## config.mk

```make
export PLATFORM = sky130hd
export DESIGN_NAME = xm23_hazard_controller
export DESIGN_NICKNAME = d
export VERILOG_FILES = /design/src/rtl/xm23_pipe_pkg.sv /design/src/rtl/xm23_scoreboard.sv /design/src/rtl/xm23_hazard_controller.sv
export SDC_FILE = /design/constraint.sdc
export NUM_CORES = 1
export LEC_CHECK = 0
export ABC_AREA = 0
export CORE_UTILIZATION = 47
export DETAILED_ROUTE_END_ITERATION = 16
export PLACE_DENSITY = 0.78
export REMOVE_ABC_BUFFERS = 1
export SLEW_MARGIN = 10
export SYNTH_ARGS = -nofsm -noshare
export SYNTH_HDL_FRONTEND = slang
export SYNTH_SLANG_ARGS = --single-unit
```

## constraint.sdc

```tcl
create_clock -name clk -period 2.44 [get_ports clk]
set_input_delay 0.61 -clock clk [delete_from_list [all_inputs] [get_ports clk]]
set_output_delay 0.61 -clock clk [all_outputs]
set_load 0.05 [all_outputs]
```

## src/rtl/xm23_pipe_pkg.sv

```systemverilog
// xm23_pipe_pkg
//   Shared types for the XM23 hazard controller: forwarding selects, sequencer
//   states, scoreboard entry layout, stall-vector bit positions and the
//   scoreboard match helper.
package xm23_pipe_pkg;

    localparam int SB_NUM_REGS = 8;
    localparam int SB_REG_W    = $clog2(SB_NUM_REGS);

    localparam int STALL_LOAD = 0;
    localparam int STALL_PSW  = 1;
    localparam int STALL_SLP  = 2;

    typedef enum logic [1:0] {
        FWD_NONE = 2'd0,
        FWD_EX   = 2'd1,
        FWD_MEM  = 2'd2,
        FWD_WB   = 2'd3
    } fwd_sel_e;

    typedef enum logic [1:0] {
        RUN   = 2'd0,
        DRAIN = 2'd1,
        SLEEP = 2'd2
    } hz_state_e;

    typedef struct packed {
        logic                valid;
        logic                wr;
        logic                load;
        logic                psw_wr;
        logic [SB_REG_W-1:0] dst;
    } sb_entry_t;

    // A source depends on an in-flight entry when it really reads a GPR and
    // that entry will write the same register.
    function automatic logic sb_match(input logic use_src,
                                      input logic [SB_REG_W-1:0] src,
                                      input sb_entry_t ent);
        return use_src & ent.valid & ent.wr & (ent.dst == src);
    endfunction

endpackage

```

## src/rtl/xm23_scoreboard.sv

```systemverilog
// xm23_scoreboard
//   Three-deep E/M/W shift register of scoreboard entries. A bubble (all-zero
//   entry) is inserted into E whenever nothing is pushed.
//   clk, rst_n : clock, synchronous active-low reset
//   i_push     : decode instruction advances into E this cycle
//   i_entry    : entry describing the decode instruction
//   o_e/o_m/o_w: current E, M and W entries
//   o_empty    : no valid instruction in E, M or W
module xm23_scoreboard
    import xm23_pipe_pkg::*;
(
    input  logic      clk,
    input  logic      rst_n,
    input  logic      i_push,
    input  sb_entry_t i_entry,
    output sb_entry_t o_e,
    output sb_entry_t o_m,
    output sb_entry_t o_w,
    output logic      o_empty
);

    sb_entry_t r_e, r_m, r_w;

    always_ff @(posedge clk) begin
        if (!rst_n) begin
            r_e <= '0;
            r_m <= '0;
            r_w <= '0;
        end else begin
            r_w <= r_m;
            r_m <= r_e;
            r_e <= i_push ? i_entry : '0;
        end
    end

    assign o_e     = r_e;
    assign o_m     = r_m;
    assign o_w     = r_w;
    assign o_empty = ~(r_e.valid | r_m.valid | r_w.valid);

endmodule

```

## src/rtl/xm23_hazard_controller.sv

```systemverilog
// xm23_hazard_controller
//   Stall/forwarding sequencer for the XM23 5-stage pipeline, including the
//   SLP drain/sleep/wake flow and a saturating stalled-cycle counter.
//   clk, rst_n      : clock, synchronous active-low reset
//   dec_*           : decode-stage instruction description
//   flush           : decode instruction is wrong-path
//   wake            : wake request while sleeping
//   stall_o         : stall vector (bit0 load-use, bit1 PSW, bit2 SLP)
//   fwd_a_o/fwd_b_o : operand forwarding selects
//   sleeping_o      : core is asleep
//   stall_cnt_o     : stalled cycles, saturating
//
//   state | meaning
//   RUN   | normal issue
//   DRAIN | SLP accepted, waiting for E/M/W to empty, decode held
//   SLEEP | pipeline empty, decode held until wake
module xm23_hazard_controller
    import xm23_pipe_pkg::*;
#(
    parameter  int NUM_REGS = 8,
    parameter  int CNT_W    = 16,
    localparam int REG_W    = $clog2(NUM_REGS)
) (
    input  logic             clk,
    input  logic             rst_n,
    input  logic             dec_valid,
    input  logic [REG_W-1:0] dec_src_a,
    input  logic             dec_src_a_use,
    input  logic [REG_W-1:0] dec_src_b,
    input  logic             dec_src_b_use,
    input  logic [REG_W-1:0] dec_dst,
    input  logic             dec_wr,
    input  logic             dec_load,
    input  logic             dec_psw_rd,
    input  logic             dec_psw_wr,
    input  logic             dec_slp,
    input  logic             flush,
    input  logic             wake,
    output logic [7:0]       stall_o,
    output logic [1:0]       fwd_a_o,
    output logic [1:0]       fwd_b_o,
    output logic             sleeping_o,
    output logic [CNT_W-1:0] stall_cnt_o
);

    sb_entry_t        w_dec_entry, w_sb_e, w_sb_m, w_sb_w;
    logic             w_push, w_sb_empty;
    logic             w_load_use, w_psw_hz, w_slp_go;
    hz_state_e        r_state, w_state_nxt;
    logic [CNT_W-1:0] r_stall_cnt;

    // Youngest producer wins; a load still in E cannot forward yet, so the
    // search falls through to older stages (the load-use stall covers it).
    function automatic fwd_sel_e pick_fwd(input logic use_src,
                                          input logic [REG_W-1:0] src,
                                          input sb_entry_t e,
                                          input sb_entry_t m,
                                          input sb_entry_t w);
        if (sb_match(use_src, src, e) && !e.load) return FWD_EX;
        if (sb_match(use_src, src, m))            return FWD_MEM;
        if (sb_match(use_src, src, w))            return FWD_WB;
        return FWD_NONE;
    endfunction

    assign w_dec_entry = '{valid: 1'b1, wr: dec_wr, load: dec_load,
                           psw_wr: dec_psw_wr, dst: dec_dst};

    // The SLP itself is never pushed; it only starts the drain.
    assign w_push = dec_valid & ~dec_slp & ~(|stall_o) & ~flush;

    xm23_scoreboard u_sb (
        .clk     (clk),
        .rst_n   (rst_n),
        .i_push  (w_push),
        .i_entry (w_dec_entry),
        .o_e     (w_sb_e),
        .o_m     (w_sb_m),
        .o_w     (w_sb_w),
        .o_empty (w_sb_empty)
    );

    assign w_load_use = dec_valid & ~flush & w_sb_e.load &
                        (sb_match(dec_src_a_use, dec_src_a, w_sb_e) |
                         sb_match(dec_src_b_use, dec_src_b, w_sb_e));
    assign w_psw_hz   = dec_valid & ~flush & dec_psw_rd & w_sb_e.valid & w_sb_e.psw_wr;
    assign w_slp_go   = dec_valid & dec_slp & ~flush & ~w_load_use & ~w_psw_hz;

    always_comb begin
        stall_o            = '0;
        stall_o[STALL_LOAD] = w_load_use;
        stall_o[STALL_PSW]  = w_psw_hz;
        stall_o[STALL_SLP]  = (r_state != RUN);
    end

    assign fwd_a_o = dec_valid ? pick_fwd(dec_src_a_use, dec_src_a, w_sb_e, w_sb_m, w_sb_w)
                               : FWD_NONE;
    assign fwd_b_o = dec_valid ? pick_fwd(dec_src_b_use, dec_src_b, w_sb_e, w_sb_m, w_sb_w)
                               : FWD_NONE;

    always_comb begin
        w_state_nxt = r_state;
        case (r_state)
            RUN:     if (w_slp_go) w_state_nxt = DRAIN;
            DRAIN:   if (flush) w_state_nxt = RUN;
                     else if (w_sb_empty) w_state_nxt = SLEEP;
            SLEEP:   if (wake) w_state_nxt = RUN;
            default: w_state_nxt = RUN;
        endcase
    end

    always_ff @(posedge clk) begin
        if (!rst_n) begin
            r_state     <= RUN;
            r_stall_cnt <= '0;
        end else begin
            r_state <= w_state_nxt;
            if ((|stall_o) && !(&r_stall_cnt))
                r_stall_cnt <= r_stall_cnt + CNT_W'(1);
        end
    end

    assign sleeping_o  = (r_state == SLEEP);
    assign stall_cnt_o = r_stall_cnt;

endmodule

```

==> results of run 1 <==
## power by group
part / internal (uW) / leakage (uW) / switching, uW / total (uW)
Clock: 318 / 0.0000514 / 207 / 526
Sequential: 576 / 0.000285 / 6.49 / 582
Combinational: 62.2 / 0.000659 / 72.4 / 135
## area by class of cell
type	instances	share of cell area, %
clock inverter	3	2.59
clock buffer	5	1.44
tap	46	2.21
sequential	35	27.2
inverter	4	0.575
multi-input combinational	148	40.8
timing repair buffer	66	25.2
## final timing paths
kind           startpoint             end  slack (ns)  cells past startpoint
max          dec_src_b[0]      stall_o[0]       -0.04                      6
min reg2reg   u_sb.o_m[5]     u_sb.o_w[5]        0.49                      1
max reg2reg   u_sb.o_e[0]  stall_cnt_o[5]        0.12                      8
min           u_sb.o_m[5]     u_sb.o_w[5]        0.49                      1
## sequential cells by signal (all words and copies together) (netlist names)
| signal | count |
|---|---|
| stall_cnt_o | 16 |
| u_sb.o_e | 7 |
| u_sb.o_m | 5 |
| u_sb.o_w | 5 |
| r_state | 2 |
## logic make-up after synthesis
| logic type | Yosys count | share of synthesized area, % |
|---|---|---|
| other | 1 | 0.217 |
| AO/OA/AOI/OAI | 31 | 11.5 |
| AND/OR/NAND/NOR | 89 | 30.0 |
| multiplexers | 3 | 1.74 |
| XOR/XNOR | 19 | 9.64 |
| adder cells (fa/ha/maj) | 1 | 0.725 |
| buffers and inverters | 16 | 5.51 |
| flip-flops | 35 | 40.6 |
## stage by stage
step | TNS (ns) | power [uW] | instance area (sq um)
CTS | -0.143 | 1240 | 2540
floorplan | -2.50 | 646 | 1660
finish | -0.125 | 1240 | 2610
detailed placement | -11.80 | 718 | 2350
global route | -0.395 | 1280 | 2610
global placement | -10.96 | 717 | 2350
## routing by layer
| metal | wire [microns] | track usage [%] | vias to the layer above | share of wire, % |
|---|---|---|---|---|
| li1 | - | - | 809 | - |
| met1 | 1930 | 27.3 | 772 | 44 |
| met2 | 2170 | 35.9 | 52 | 49 |
| met3 | 233 | 6.02 | 10 | 5.3 |
| met4 | 58 | 6.10 | 0 | 1.3 |
| met5 | 0 | 0 | - | 0 |
## what timing repair did
item,4_1_cts,5_1_grt
endpoints found under the setup margin,19,10
hold endpoints to repair,0,0
gates cloned,0,0
buffers inserted,3,0
hold buffers,0,0
gates resized for setup,56,13
pin swaps,11,7
## layout by cell type, fill, tap and decap left out, drive strengths merged, types with 3 or more instances in the layout
cell type and n:
dfxtp 35, buf 35, clkdlybuf4s50 30, xor2 18, and2 16, a21oi 14
nand3 12, nor2 10, nand2 9, o21ai 8, or3 7, or4 7
conb 5, clkbuf 5, o31ai 5, nand4 4, inv 4, nand2b 4
nor4 4, or2 3, nor3 3, mux2i 3, nor2b 3
==> out/results.tsv, run 1 <==
stage	metric	value	unit
cts	cts bufs inserted	5	
route	initial drt markers	66	
floorplanning	I/O pins	50	
final_layout	count of filler cells inserted in the layout	224	
logic_synthesis	Primary FF master, synth	sky130_fd_sc_hd__dfxtp_1	
final_layout	ratio of cells with drive above 1 in the final layout	26.8	%
logic_synthesis	number of warning messages in the yosys log	0	
place	Port Buffers	44	
final_layout	post-layout instance count excluding filler cells	307	
sta	Period Utilization, post-route	102	%
route	antenna-violating nets left	0	
route	via count	1643	
job	number of violations of the max-capacitance limit	0	
floorplanning	Die Span Y	62.6	microns
cts	clock tree from TritonCTS	built	
sta	worst setup slack after layout	-0.0416	ns
critical_path	maximum fanout along the worst path	2	
critical_path	crit-path max cell delay	0.57	ns
floorplanning	starting utilization of the core area	50.5	%
global_routing	initial antenna violation count	0	
critical_path	CP Capture Type	output pin	
sta	Final Critical Period	2.48	ns
logic_synthesis	mean instance size in the synthesized netlist	8.85	sq um
sta	Achievable Freq	403	MHz
sta	Fin. Hold Viols	0	
floorplanning	area inside the core boundary	3420	sq um
final_layout	post-layout util	76.4	%
critical_path	Crit path arrival time	1.87	ns
route	detailed-routing iteration count for the pre-antenna-repair pass	4	
logic_synthesis	post-synth top area share	40.6	%
final_layout	NumNets Final	282	
logic_synthesis	number of instances in the synthesized netlist	195	
cts	clock buffer depth	2	
global_routing	number of global-route vias before repair	1484	
floorplanning	floorplan row count	21	
pwr	maximum resistive drop on vdd	364	uV
place	number of placed instances, taps included	296	
route	Avg Vias per Cell	5.35	
pwr	cell area power density	476	nW/um^2
logic_synthesis	proportion of synthesized flip-flops having asynchronous set or reset	0	%
route	overall routed net length	4390	microns
pwr	leakage power figure	0.000996	uW
global_routing	maximum number of pins on one net before global-route repair	16	
logic_synthesis	biggest area contributors in the synthesized netlist	sky130_fd_sc_hd__dfxtp_1 41%, sky130_fd_sc_hd__xor2_1 9.1%, sky130_fd_sc_hd__and2_1 5.8%	
cts	Worst-Skew Late Latency	0.34	ns
logic_synthesis	top-count cell post-synth	sky130_fd_sc_hd__dfxtp_1	
global_routing	total overflow reported by the global router	0	
sta	Final setup viols	4	
sta	Worst Max-Slew Pin Slew	0.528	ns
floorplanning	die outline area	3920	sq um
critical_path	CP top delay family	simple AND/OR/NAND/NOR gates	
floorplanning	die span in x	62.6	microns
cts	clock transition at the registers of the reported paths	0.11	ns
route	mean routed wirelength per cell	14.3	microns
place	pre-CTS WS	-0.521	ns
place	DP Wirelength	2890	microns
place	GP Congestion	0.851	
logic_synthesis	EDFF count, synth	0	
sta	Fin Hold WS	0.489	ns
sta	headroom to the max-slew limit	64.7	%
logic_synthesis	fraction of the yosys area taken by sequential cells	40.6	%
critical_path	worst-path cell chain	buf_2 -> xor2_1 -> or4_4 -> a21oi_4 -> buf_6 -> buf_12	
critical_path	slowest stage cell on the critical path	sky130_fd_sc_hd__or4_4	
global_routing	GRT Util Overall	21.6	%
cts	htree depth	2	
sta	Layout Skew	0.00618	ns
run_status	status	finished, violations left	
logic_synthesis	flip-flop and latch count after synthesis	35	
run_status	violations in the final reports	negative setup slack	
final_layout	area grow syn2layout	51.3	%
logic_synthesis	count of cell types in the netlist	36	
critical_path	Worst EP required	1.83	ns
final_layout	multi-input combinational cell area	1070	sq um
route	DRC violations left	0	
final_layout	antenna diode count	0	
global_routing	global-route wire length before repair	6700	microns
cts	root buffer selected by CTS	sky130_fd_sc_hd__clkbuf_4	
critical_path	total buffers and inverters traversed by the critical path	3	
logic_synthesis	synth cell count leaders	35 x sky130_fd_sc_hd__dfxtp_1, 18 x sky130_fd_sc_hd__xor2_1, 16 x sky130_fd_sc_hd__and2_1, 13 x sky130_fd_sc_hd__a21oi_1, 12 x sky130_fd_sc_hd__nand3_1	
cts	number of sinks handled by clock tree synthesis	35	
logic_synthesis	leading area contributor after synthesis	sky130_fd_sc_hd__dfxtp_1	
critical_path	Critical Setup Path Class	in -> out	
critical_path	launching element type of the critical path	input pin	
logic_synthesis	netlist area before placement	1730	sq um
sta	setup repair after global routing missed its margin	yes	
sta	total count of max-transition violations in the final report	0	
final_layout	footprint of the flip-flops and latches	709	sq um
worst_hold_path	worst hold path type	reg -> reg	
Note: power is estimated with default switching activity, not from simulation.
==> inputs of run 2 (changes only) <==
--- a/config.mk
+++ b/config.mk
@@ -14,3 +14,4 @@
 export SYNTH_ARGS = -nofsm -noshare
 export SYNTH_HDL_FRONTEND = slang
 export SYNTH_SLANG_ARGS = --single-unit
+export TNS_END_PERCENT = 5
==> run 2 against run 1 <==
  * The run still ends with negative setup slack left
  * Critical endpoint is now fwd_a_o[0]
  * Clock-buffer cell count unchanged
  * Largest power group unchanged
  * Global-route usage did not move
  * Combinational power decreased by 6%
  * Critical path type unchanged
  * Sequential cell count is the same
==> out/results.tsv, run 2 (synthesized netlist as in run 1, its figures left out) <==
stage	metric	value	unit
run_status	status	finished, violations left	
run_status	violations in the final reports	negative setup slack	
cts	clock buffer depth	2	
critical_path	Worst EP required	1.83	ns
job	number of violations of the max-capacitance limit	0	
sta	total count of max-transition violations in the final report	0	
sta	Layout Skew	0.00409	ns
final_layout	antenna diode count	0	
critical_path	launching element type of the critical path	input pin	
sta	sum of negative setup slack	-0.108	ns
sta	Fin. Hold Viols	0	
route	overall routed net length	4030	microns
global_routing	initial antenna violation count	0	
place	GP Congestion	0.851	
worst_hold_path	worst hold path type	reg -> reg	
cts	Worst-Skew Late Latency	0.34	ns
final_layout	area grow syn2layout	47.7	%
global_routing	global-route wire length before repair	6700	microns
sta	Period Utilization, post-route	102	%
floorplanning	die outline area	3920	sq um
global_routing	number of global-route vias before repair	1484	
critical_path	maximum fanout along the worst path	3	
sta	setup repair after global routing missed its margin	yes	
route	Avg Vias per Cell	5.20	
final_layout	count of filler cells inserted in the layout	240	
sta	Achievable Freq	403	MHz
place	DP Wirelength	2890	microns
sta	Final Critical Period	2.48	ns
cts	root buffer selected by CTS	sky130_fd_sc_hd__clkbuf_4	
floorplanning	floorplan row count	21	
route	mean routed wirelength per cell	13.1	microns
cts	clock tree from TritonCTS	built	
sta	Final setup viols	4	
floorplanning	area inside the core boundary	3420	sq um
route	via count	1595	
sta	worst setup slack after layout	-0.0412	ns
route	antenna-violating nets left	0	
floorplanning	Die Span Y	62.6	microns
critical_path	Critical Setup Path Class	in -> out	
cts	clock transition at the registers of the reported paths	0.11	ns
final_layout	flip-flop count of the largest register after layout	16	
route	DRC violations left	0	
sta	Worst Max-Slew Pin Slew	0.525	ns
final_layout	ratio of cells with drive above 1 in the final layout	26.1	%
pwr	maximum resistive drop on vdd	362	uV
critical_path	Crit path arrival time	1.87	ns
place	Port Buffers	44	
pwr	leakage power figure	0.000988	uW
floorplanning	I/O pins	50	
critical_path	CP Capture Type	output pin	
cts	cts bufs inserted	5	
final_layout	commonest non-fill, non-tap cells in the layout	30 x sky130_fd_sc_hd__clkdlybuf4s50_1, 30 x sky130_fd_sc_hd__dfxtp_1, 20 x sky130_fd_sc_hd__buf_4, 16 x sky130_fd_sc_hd__xor2_1, 16 x sky130_fd_sc_hd__and2_1	
floorplanning	starting utilization of the core area	50.5	%
global_routing	GRT Util Overall	21.6	%
cts	htree depth	2	
global_routing	maximum number of pins on one net before global-route repair	16	
sta	headroom to the max-slew limit	64.9	%
final_layout	multi-input combinational cell area	1010	sq um
pwr	cell area power density	484	nW/um^2
final_layout	footprint of the flip-flops and latches	709	sq um
global_routing	total overflow reported by the global router	0	
final_layout	NumNets Final	282	
sta	Fin Hold WS	0.496	ns
floorplanning	die span in x	62.6	microns
route	initial drt markers	61	
cts	number of sinks handled by clock tree synthesis	35	
cts	CTS hold repair buffers	0	
route	detailed-routing iteration count for the pre-antenna-repair pass	4	
run 2: through the flow:
| step | instances | util (%) | total power (uW) | setup slack (ns) | instance area (sq um) |
|---|---|---|---|---|---|
| after floorplan | 187 | - | 646 | -0.265 | 1660 |
| after global placement | 296 | 68.8 | 717 | -0.482 | 2350 |
| after detailed placement | 296 | 68.8 | 718 | -0.521 | 2350 |
| after CTS | 307 | 74.3 | 1240 | -0.0461 | 2540 |
| after global routing | 307 | 74.6 | 1280 | -0.110 | 2550 |
| final | 307 | 74.6 | 1230 | -0.0412 | 2550 |
run 2: final timing paths:
| path | to | slack [ns] | from | depth (start not counted) |
|---|---|---|---|---|
| setup / recovery | fwd_a_o[0] | -0.04 | dec_src_a[0] | 6 |
| hold / removal | u_sb.o_w[5] | 0.50 | u_sb.o_m[5] | 1 |
| setup reg to reg | stall_cnt_o[5] | 0.10 | u_sb.o_e[0] | 8 |
| hold reg to reg | u_sb.o_w[5] | 0.50 | u_sb.o_m[5] | 1 |
run 2: metal layers:
| metal | track usage (%) | up-vias | wire, microns |
|---|---|---|---|
| met4 | 6.10 | 0 | 52 |
| met2 | 35.9 | 45 | 1910 |
| met5 | 0 | - | 0 |
| li1 | - | 807 | - |
| met1 | 27.3 | 737 | 1860 |
| met3 | 6.02 | 6 | 203 |
run 2: critical path, cell delays in order:
cell                     delay, ns
sky130_fd_sc_hd__buf_6        0.10
sky130_fd_sc_hd__xor2_1       0.15
sky130_fd_sc_hd__or4_4        0.56
sky130_fd_sc_hd__nor2_4       0.13
sky130_fd_sc_hd__o21a_1       0.17
sky130_fd_sc_hd__buf_12       0.15
run 2: timing repair:
item,CTS,global route
pin swaps,11,3
resized for setup,56,4
setup endpoints to repair,19,10
buffers inserted,3,0
cloned,0,0
run 2: report_power, final:
| group | switching [uW] | internal [uW] | leakage [uW] |
|---|---|---|---|
| Sequential | 6.08 | 576 | 0.000285 |
| Combinational | 66.9 | 59.8 | 0.000652 |
| Clock | 206 | 318 | 0.0000514 |
run 2: final cells by class:
type,count,share of cell area [%]
Sequential cell,35,27.8
Tap cell,46,2.26
Multi-Input combinational cell,148,39.8
Timing Repair Buffer,66,25.4
Clock buffer,5,1.47
Clock inverter,3,2.65
Inverter,4,0.589
